===== src/rtl/fet_queue_pkg.sv =====
// Shared fetch-queue types: the per-slot fetch bundle and the default queue depth.
package fet_queue_pkg;
    localparam int FETQ_DEPTH = 16;

    typedef struct packed {
        logic        valid;
        logic [31:0] pc;
        logic [31:0] inst;
    } fet_bundle_t;
endpackage


===== src/rtl/fet_compact.sv =====
// Prefix popcount over fetch slot valids: per-slot destination offset plus total; purely combinational.
module fet_compact #(
    parameter int WIDTH = 4,
    parameter int OFF_W = $clog2(WIDTH),
    parameter int TOT_W = $clog2(WIDTH + 1)
) (
    input  logic [WIDTH-1:0]            i_valid,
    output logic [WIDTH-1:0][OFF_W-1:0] o_offset,
    output logic [TOT_W-1:0]            o_total
);
    logic [TOT_W-1:0] w_run;

    always_comb begin
        w_run = '0;
        o_offset = '0;
        for (int i = 0; i < WIDTH; i++) begin
            o_offset[i] = w_run[OFF_W-1:0];
            w_run = w_run + TOT_W'(i_valid[i]);
        end
        o_total = w_run;
    end
endmodule


===== src/rtl/fet_queue.sv =====
// Fetch-to-decode queue: compacts valid slots in order, 1-cycle enqueue-to-dequeue latency.
// enq_ready only when a full group fits; decode consumes 0..DECODE_WIDTH entries per cycle.
module fet_queue
    import fet_queue_pkg::*;
#(
    parameter int FETCH_WIDTH  = 4,
    parameter int DECODE_WIDTH = 2,
    parameter int DEPTH        = FETQ_DEPTH
) (
    input  logic                                clk,
    input  logic                                rst,
    input  logic                                flush,
    input  logic                                enq_valid,
    output logic                                enq_ready,
    input  fet_bundle_t [FETCH_WIDTH-1:0]       enq_bundle,
    output logic [DECODE_WIDTH-1:0]             deq_valid,
    output fet_bundle_t [DECODE_WIDTH-1:0]      deq_bundle,
    input  logic [$clog2(DECODE_WIDTH+1)-1:0]   deq_num,
    output logic [$clog2(DEPTH+1)-1:0]          count
);
    localparam int IDX_W = $clog2(DEPTH);
    localparam int PTR_W = IDX_W + 1;
    localparam int OFF_W = $clog2(FETCH_WIDTH);
    localparam int TOT_W = $clog2(FETCH_WIDTH + 1);
    localparam logic [PTR_W:0] DEPTH_X = (PTR_W + 1)'(DEPTH);
    localparam logic [PTR_W:0] FW_X    = (PTR_W + 1)'(FETCH_WIDTH);

    logic [PTR_W-1:0]                 r_head;
    logic [PTR_W-1:0]                 r_tail;
    fet_bundle_t                      r_mem [DEPTH];
    logic [PTR_W-1:0]                 w_occ;
    logic [FETCH_WIDTH-1:0]           w_slot_vld;
    logic [FETCH_WIDTH-1:0][OFF_W-1:0] w_off;
    logic [TOT_W-1:0]                 w_total;
    logic [IDX_W-1:0]                 w_widx [FETCH_WIDTH];
    fet_bundle_t [FETCH_WIDTH-1:0]    w_wdat;
    logic                             w_enq_fire;

    // Pointers carry a wrap bit, so plain subtraction gives occupancy 0..DEPTH.
    assign w_occ      = r_tail - r_head;
    assign count      = w_occ;
    assign enq_ready  = ({1'b0, w_occ} + FW_X) <= DEPTH_X;
    assign w_enq_fire = enq_valid && enq_ready && !flush;

    always_comb begin
        for (int i = 0; i < FETCH_WIDTH; i++) begin
            w_slot_vld[i] = enq_bundle[i].valid;
        end
    end

    fet_compact #(
        .WIDTH (FETCH_WIDTH),
        .OFF_W (OFF_W),
        .TOT_W (TOT_W)
    ) u_compact (
        .i_valid  (w_slot_vld),
        .o_offset (w_off),
        .o_total  (w_total)
    );

    always_comb begin
        for (int i = 0; i < FETCH_WIDTH; i++) begin
            w_widx[i]       = r_tail[IDX_W-1:0] + IDX_W'(w_off[i]);
            w_wdat[i]       = enq_bundle[i];
            w_wdat[i].valid = 1'b1;
        end
    end

    always_comb begin
        for (int i = 0; i < DECODE_WIDTH; i++) begin
            deq_valid[i]  = w_occ > PTR_W'(i);
            deq_bundle[i] = deq_valid[i] ? r_mem[r_head[IDX_W-1:0] + IDX_W'(i)] : '0;
        end
    end

    always_ff @(posedge clk) begin
        if (rst || flush) begin
            r_head <= '0;
            r_tail <= '0;
        end else begin
            if (w_enq_fire) begin
                for (int i = 0; i < FETCH_WIDTH; i++) begin
                    if (w_slot_vld[i]) r_mem[w_widx[i]] <= w_wdat[i];
                end
                r_tail <= r_tail + PTR_W'(w_total);
            end
            r_head <= r_head + PTR_W'(deq_num);
        end
    end

    a_no_overflow: assert property (@(posedge clk) disable iff (rst) {1'b0, w_occ} <= DEPTH_X);
endmodule


===== config.mk =====
export PLATFORM = sky130hd
export DESIGN_NAME = fet_queue
export DESIGN_NICKNAME = d
export VERILOG_FILES = /design/src/rtl/fet_queue_pkg.sv /design/src/rtl/fet_compact.sv /design/src/rtl/fet_queue.sv
export SDC_FILE = /design/constraint.sdc
export NUM_CORES = 2
export LEC_CHECK = 0
export BUFFER_PORTS_ARGS = -buffer_cell sky130_fd_sc_hd__buf_2
export CORE_MARGIN = 8
export CORE_UTILIZATION = 25
export DETAILED_ROUTE_END_ITERATION = 12
export GPL_ROUTABILITY_DRIVEN = 0
export PLACE_DENSITY = 0.37
export RECOVER_POWER = 25
export SLEW_MARGIN = 20
export SYNTH_ARGS = -nofsm -noshare
export SYNTH_HDL_FRONTEND = slang
export SYNTH_SLANG_ARGS = --single-unit

===== constraint.sdc =====
create_clock -name clk -period 11 [get_ports clk]
set_clock_uncertainty 0.15 [all_clocks]
set_input_delay 1.65 -clock clk [delete_from_list [all_inputs] [get_ports clk]]
set_output_delay 1.65 -clock clk [all_outputs]
set_load 0.01 [all_outputs]

Yosys cells after proc, flatten, opt, wreduce, memory -nomap -nowiden
Memory sizes are Yosys's and may differ from the RTL's. A register that Yosys moved wholly into a read port is not among the register bits.
Cells that the tools add are included.
{"block": "classes", "n_div": 0, "eq_ne": 0, "mul": 0, "add_sub_neg": 11, "mux": 19, "n_lt_le_gt_ge": 3, "reduce_logical": 4, "n_shift": 0, "n_bitwise": 0}
{"operator": "$mux W65", "n": 2}
{"operator": "$mux W1", "n": 16}
{"operator": "$gt A5 B1 Y1 const B", "n": 2}
{"operator": "$add A4 B2 Y4", "n": 2}
{"operator": "$add A3 B1 Y3", "n": 2}
{"operator": "$add A5 B3 Y6 const B", "n": 1}
{"operator": "$le A6 B5 Y1 const B", "n": 1}
{"operator": "$add A5 B2 Y5", "n": 1}
{"operator": "$add A5 B3 Y5", "n": 1}
{"operator": "$sub A5 B5 Y5", "n": 1}
{"operator": "$add A4 B1 Y4", "n": 1}
{"operator": "$add A4 B1 Y4 const B", "n": 1}
{"operator": "$mux W4", "n": 1}
{"operator": "$add A1 B1 Y2", "n": 1}
{"operator": "$logic_and A1 B1 Y1", "n": 2}
{"operator": "$logic_not A1 Y1", "n": 1}
{"operator": "$logic_or A1 B1 Y1", "n": 1}
{"block": "totals", "latch_bits": 0, "register_bits": 10, "inputBits": 266, "romBits": 0, "ram_bits": 1024, "memories": 1, "word_cells": 40, "out_inout_bits": 138}
{"name": "r_mem", "words": 16, "word_bits": 64, "rd": 2, "rd_clocked_by_memory_dff": 1, "wr": 4, "line_no": "fet_queue.sv:30", "rtl": "fet_bundle_t r_mem [DEPTH];"}

Depth between registers and ports, before layout
{"block": "logic_depth", "word_depth": 8, "mapped_depth": 16, "depth_no_buf": 11}

Cells and area by module
A second synthesis with hierarchy kept.
{"block": "hier_totals", "cells_unflattened": 8672, "hier_area_um2": 82263.9}
{"mod": "fet_queue", "seq_area_each_um2": 30949.7, "cells_per_inst": 8652, "n_inst": 1, "area_each_um2": 82115.0}
{"mod": "fet_compact", "seq_area_each_um2": 0.0, "cells_per_inst": 20, "n_inst": 1, "area_each_um2": 148.9}

Least setup slack after synthesis
OpenSTA, ideal clock, no wires.
{"block": "synth_timing", "kind": "register -> register", "from": "register r_head[1]", "to": "memory r_mem[4][0] (netlist name), enable pin", "required_ps": 10276, "period_less_slack_ps": 8799, "setup_ps": 574, "slack_ps": 2201, "t_arrival_ps": 8075, "n_path_buf": 7, "stages_incl_launch_ff": 16, "cell_sequence": "dfxtp_1 > clkbuf_1 > buf_2 > buf_1 > inv_1 > ha_1 > and3b_1 > or3_1 > and3_4 > buf_6 > buf_6 > buf_6 > buf_2 > nor4_1 > nand2b_1 > o21ai_0"}
{"item": "start, declared", "line_no": "fet_queue.sv:28", "rtl": "logic [PTR_W-1:0] r_head;"}
{"item": "start signal, assigned", "line_no": "fet_queue.sv:87", "rtl": "r_head <= r_head + PTR_W'(deq_num);"}
{"item": "end, declared", "line_no": "fet_queue.sv:30"}

==> flow_metrics.tcl <==
set metrics [dict create \
    status "finished, violations left" \
    violations "capacitance limit, slew limit" \
    syn_area_per_cell_um2 10.1 \
    placed_cell_area_um2 85800 \
    cp-end-kind "flop" \
    via_per_inst 6.76 \
    worstMarginPinSlew_ns 4.98 \
    post_cts_buffers 0 \
    cpMaxStageDelayCell "clkbuf_1" \
    synth_xor_area_frac 0.00150 \
    postCtsHoldBufs 0 \
    cts_buffers 152 \
    fin_crit_sh 0.885 \
    worst_slack_ns 1.26 \
    synthArstFlopShare 0 \
    clockRootBuffer "clkbuf_16" \
    drv_slew 641 \
    fin_crit_ns 9.74 \
    start_util 0.250 \
    totalPowerFinal_mw 11.3 \
    post-synth-top-count-cell "edfxtp_1" \
    synth_top_family_by_area "compound AO/OA/AOI/OAI gates" \
    cp.required_ns 11.50 \
    dieArea_um2 342000 \
    cp-start-kind "flop" \
    clkSinkCount 1034 \
    cts.clk_slew.worst_paths_ns 0.06 \
    grt_usage 0.295 \
    grt_max_degree 170 \
    syn_area_um2 80900 \
    wire_per_inst_um 44.2 \
    ys.warnings.count 0 \
    ys_types 65 \
    first_global_vias 78000 \
    layout.nets 7828 \
    ys_dominant_reg_cell "edfxtp_1" \
    yosys.area.top_type "edfxtp_1" \
    ys_ff_latch 1034 \
    setup_viol 0 \
    met3_usage 0.0822 \
    path_cells "inv_1, ha_1, a21oi_1, a21o_1, nand2_4, inv_6, clkbuf_1, buf_4, or4_4, buf_4, o31ai_1, o21ai_1" \
    path_buf_inv 5 \
    cts_buffer_depth 4 \
    fp-row-count 209 \
    synthesis.nets 8285 \
    cts_tree "yes" \
    vias 81200 \
    synth_commonest_cells "edfxtp_1 (1024), clkbuf_1 (833), a211oi_1 (708)" \
    gr-usage-met1 0.371 \
    grt_pass1_wl_mm 707 \
    synth_compound_area_frac 0.252 \
    vdd_drop_max_uv 148 \
    antenna_found_initial 85 \
    nFillCells 33600 \
    die_w_um 585 \
    design_area_um2 90100 \
    synth_edf_count 1024 \
    worstSetupPathType "reg -> reg" \
    power_density_nw_per_um2 126 \
    io_pins 404 \
    postCtsResizedCells 0 \
    clk_latency_ns 0.83 \
    synth_simple_gate_area_frac 0.0751 \
    cp_top_family "buffers and inverters" \
    cts_max_level 4 \
    hpwl_mm 300 \
    drive_gt1_frac 0.201 \
    slew_headroom -2.32 \
    synthMuxAreaShare 0.216 \
    grt_overflow_total 0 \
    crit_path_max_incr_delay_ns 2.85 \
    ys_seq_area_frac 0.383 \
    cp_max_fo 47 \
    antenna_left 0 \
    min_path_type "reg -> reg" \
    die_h_um 585 \
    drt-initial-drc-count 12000 \
    design.core.area_um2 323000 \
    hold_viol_final 0 \
    firstDrtPassIters 8 \
    whs_ns 0.392 \
    grt-busiest-layer "met2" \
    fmax_ghz 0.103 \
    dp_worst_setup_slack_ns 3.84 \
    grtUsageMet2 0.454 \
    synth_fa_ha_area_frac 0.00467 \
    rsz0062_at_grt "no" \
    area_growth_syn_to_layout_pct 11.4 \
    fin_setup_tns_ns 0 \
    drc_errors 0 \
    cpMostUsedCell "buf_4" \
    drv_cap 22 \
    synthesis.instances 7993 \
    port_buffers 403 \
    p_leak_nw 29.0 \
    synth_top_area_frac 0.380 \
    cp.arrival_ns 10.24 \
    synth_area_leaders "edfxtp_1 (38%), mux4_2 (16%), a211oi_1 (6.6%), mux2i_1 (5.5%), clkbuf_1 (3.9%)" \
    wl_mm 531 \
]
flip-flops by register name, summed over array words and instances, names as in the netlist:
name,count
r_head,5
r_tail,5
r_mem,1024
metal layers:
| layer | routed length (um) | up-vias |
|---|---|---|
| met3 | 57700 | 1690 |
| met1 | 203000 | 41700 |
| met2 | 234000 | 6752 |
| li1 | - | 31000 |
| met5 | 313 | - |
| met4 | 35900 | 46 |
cells by family (layout without fill, tap and decap cells):
family	after synthesis	count (layout)
compound gates	3316	3316
buf+inv	1329	971
simple gates	1251	1251
flops	1034	1034
mux	1024	1024
fa+ha+maj	26	26
xor+xnor	13	13
other cells	0	53
metrics by stage:
stage | utilization | instances
5_1_grt | 0.279 | 12000
3_5_place_dp | 0.266 | 11700
2_1_floorplan | - | 7993
3_3_place_gp | 0.265 | 11700
6_report | 0.279 | 12000
4_1_cts | 0.280 | 12000
report_power, final:
part / switching, mW / internal [mW] / total, mW
clock: 2.08 / 2.74 / 4.82
sequential: 0.0245 / 4.38 / 4.40
combinational: 1.43 / 0.696 / 2.13
total: 3.54 / 7.81 / 11.3
area by class of cell:
cell class / instances / area, um2 / share of cell area
multi-input cells: 5630 / 44900 / 0.499
flip-flops and latches: 1034 / 31000 / 0.344
well taps: 4325 / 5410 / 0.0601
clock buffers: 197 / 4020 / 0.0446
repair buffers: 636 / 3850 / 0.0428
clock inverters: 56 / 477 / 0.00529
inverters: 82 / 318 / 0.00353
diodes: 53 / 133 / 0.00147
worst register-to-register path: cells and delay by family (launching register included):
family	cells	cell delay, ns
AO/OA/AOI/OAI	4	0.95
adder cells (fa/ha/maj)	1	0.41
buffers and inverters	5	5.66
AND/OR/NAND/NOR	2	1.33
flip-flops	1	1.06
cell usage in the layout (no fill, tap or decap), types with 154 or more instances in the layout:
cell / instances
a211oi_1: 710
a21oi_1: 516
a31oi_1: 449
buf_2: 399
buf_4: 203
clkbuf_16: 154
edfxtp_1: 1024
mux2i_1: 448
mux4_2: 576
nand2_1: 651
o21ai_0: 626
o21ai_1: 364
o22ai_1: 392
o31ai_1: 163
path summary, 6_finish.rpt:
check | startpoint | to | slack (ns) | cells past startpoint
worst max-delay path | r_head[3] | r_mem[3][44] | 1.26 | 12
worst min-delay path | r_head[4] | r_head[4] | 0.39 | 2
worst max register to register | r_head[3] | r_mem[3][44] | 1.26 | 12
worst min register to register | r_head[4] | r_head[4] | 0.39 | 2
Note: power is estimated with default switching activity, not from simulation.
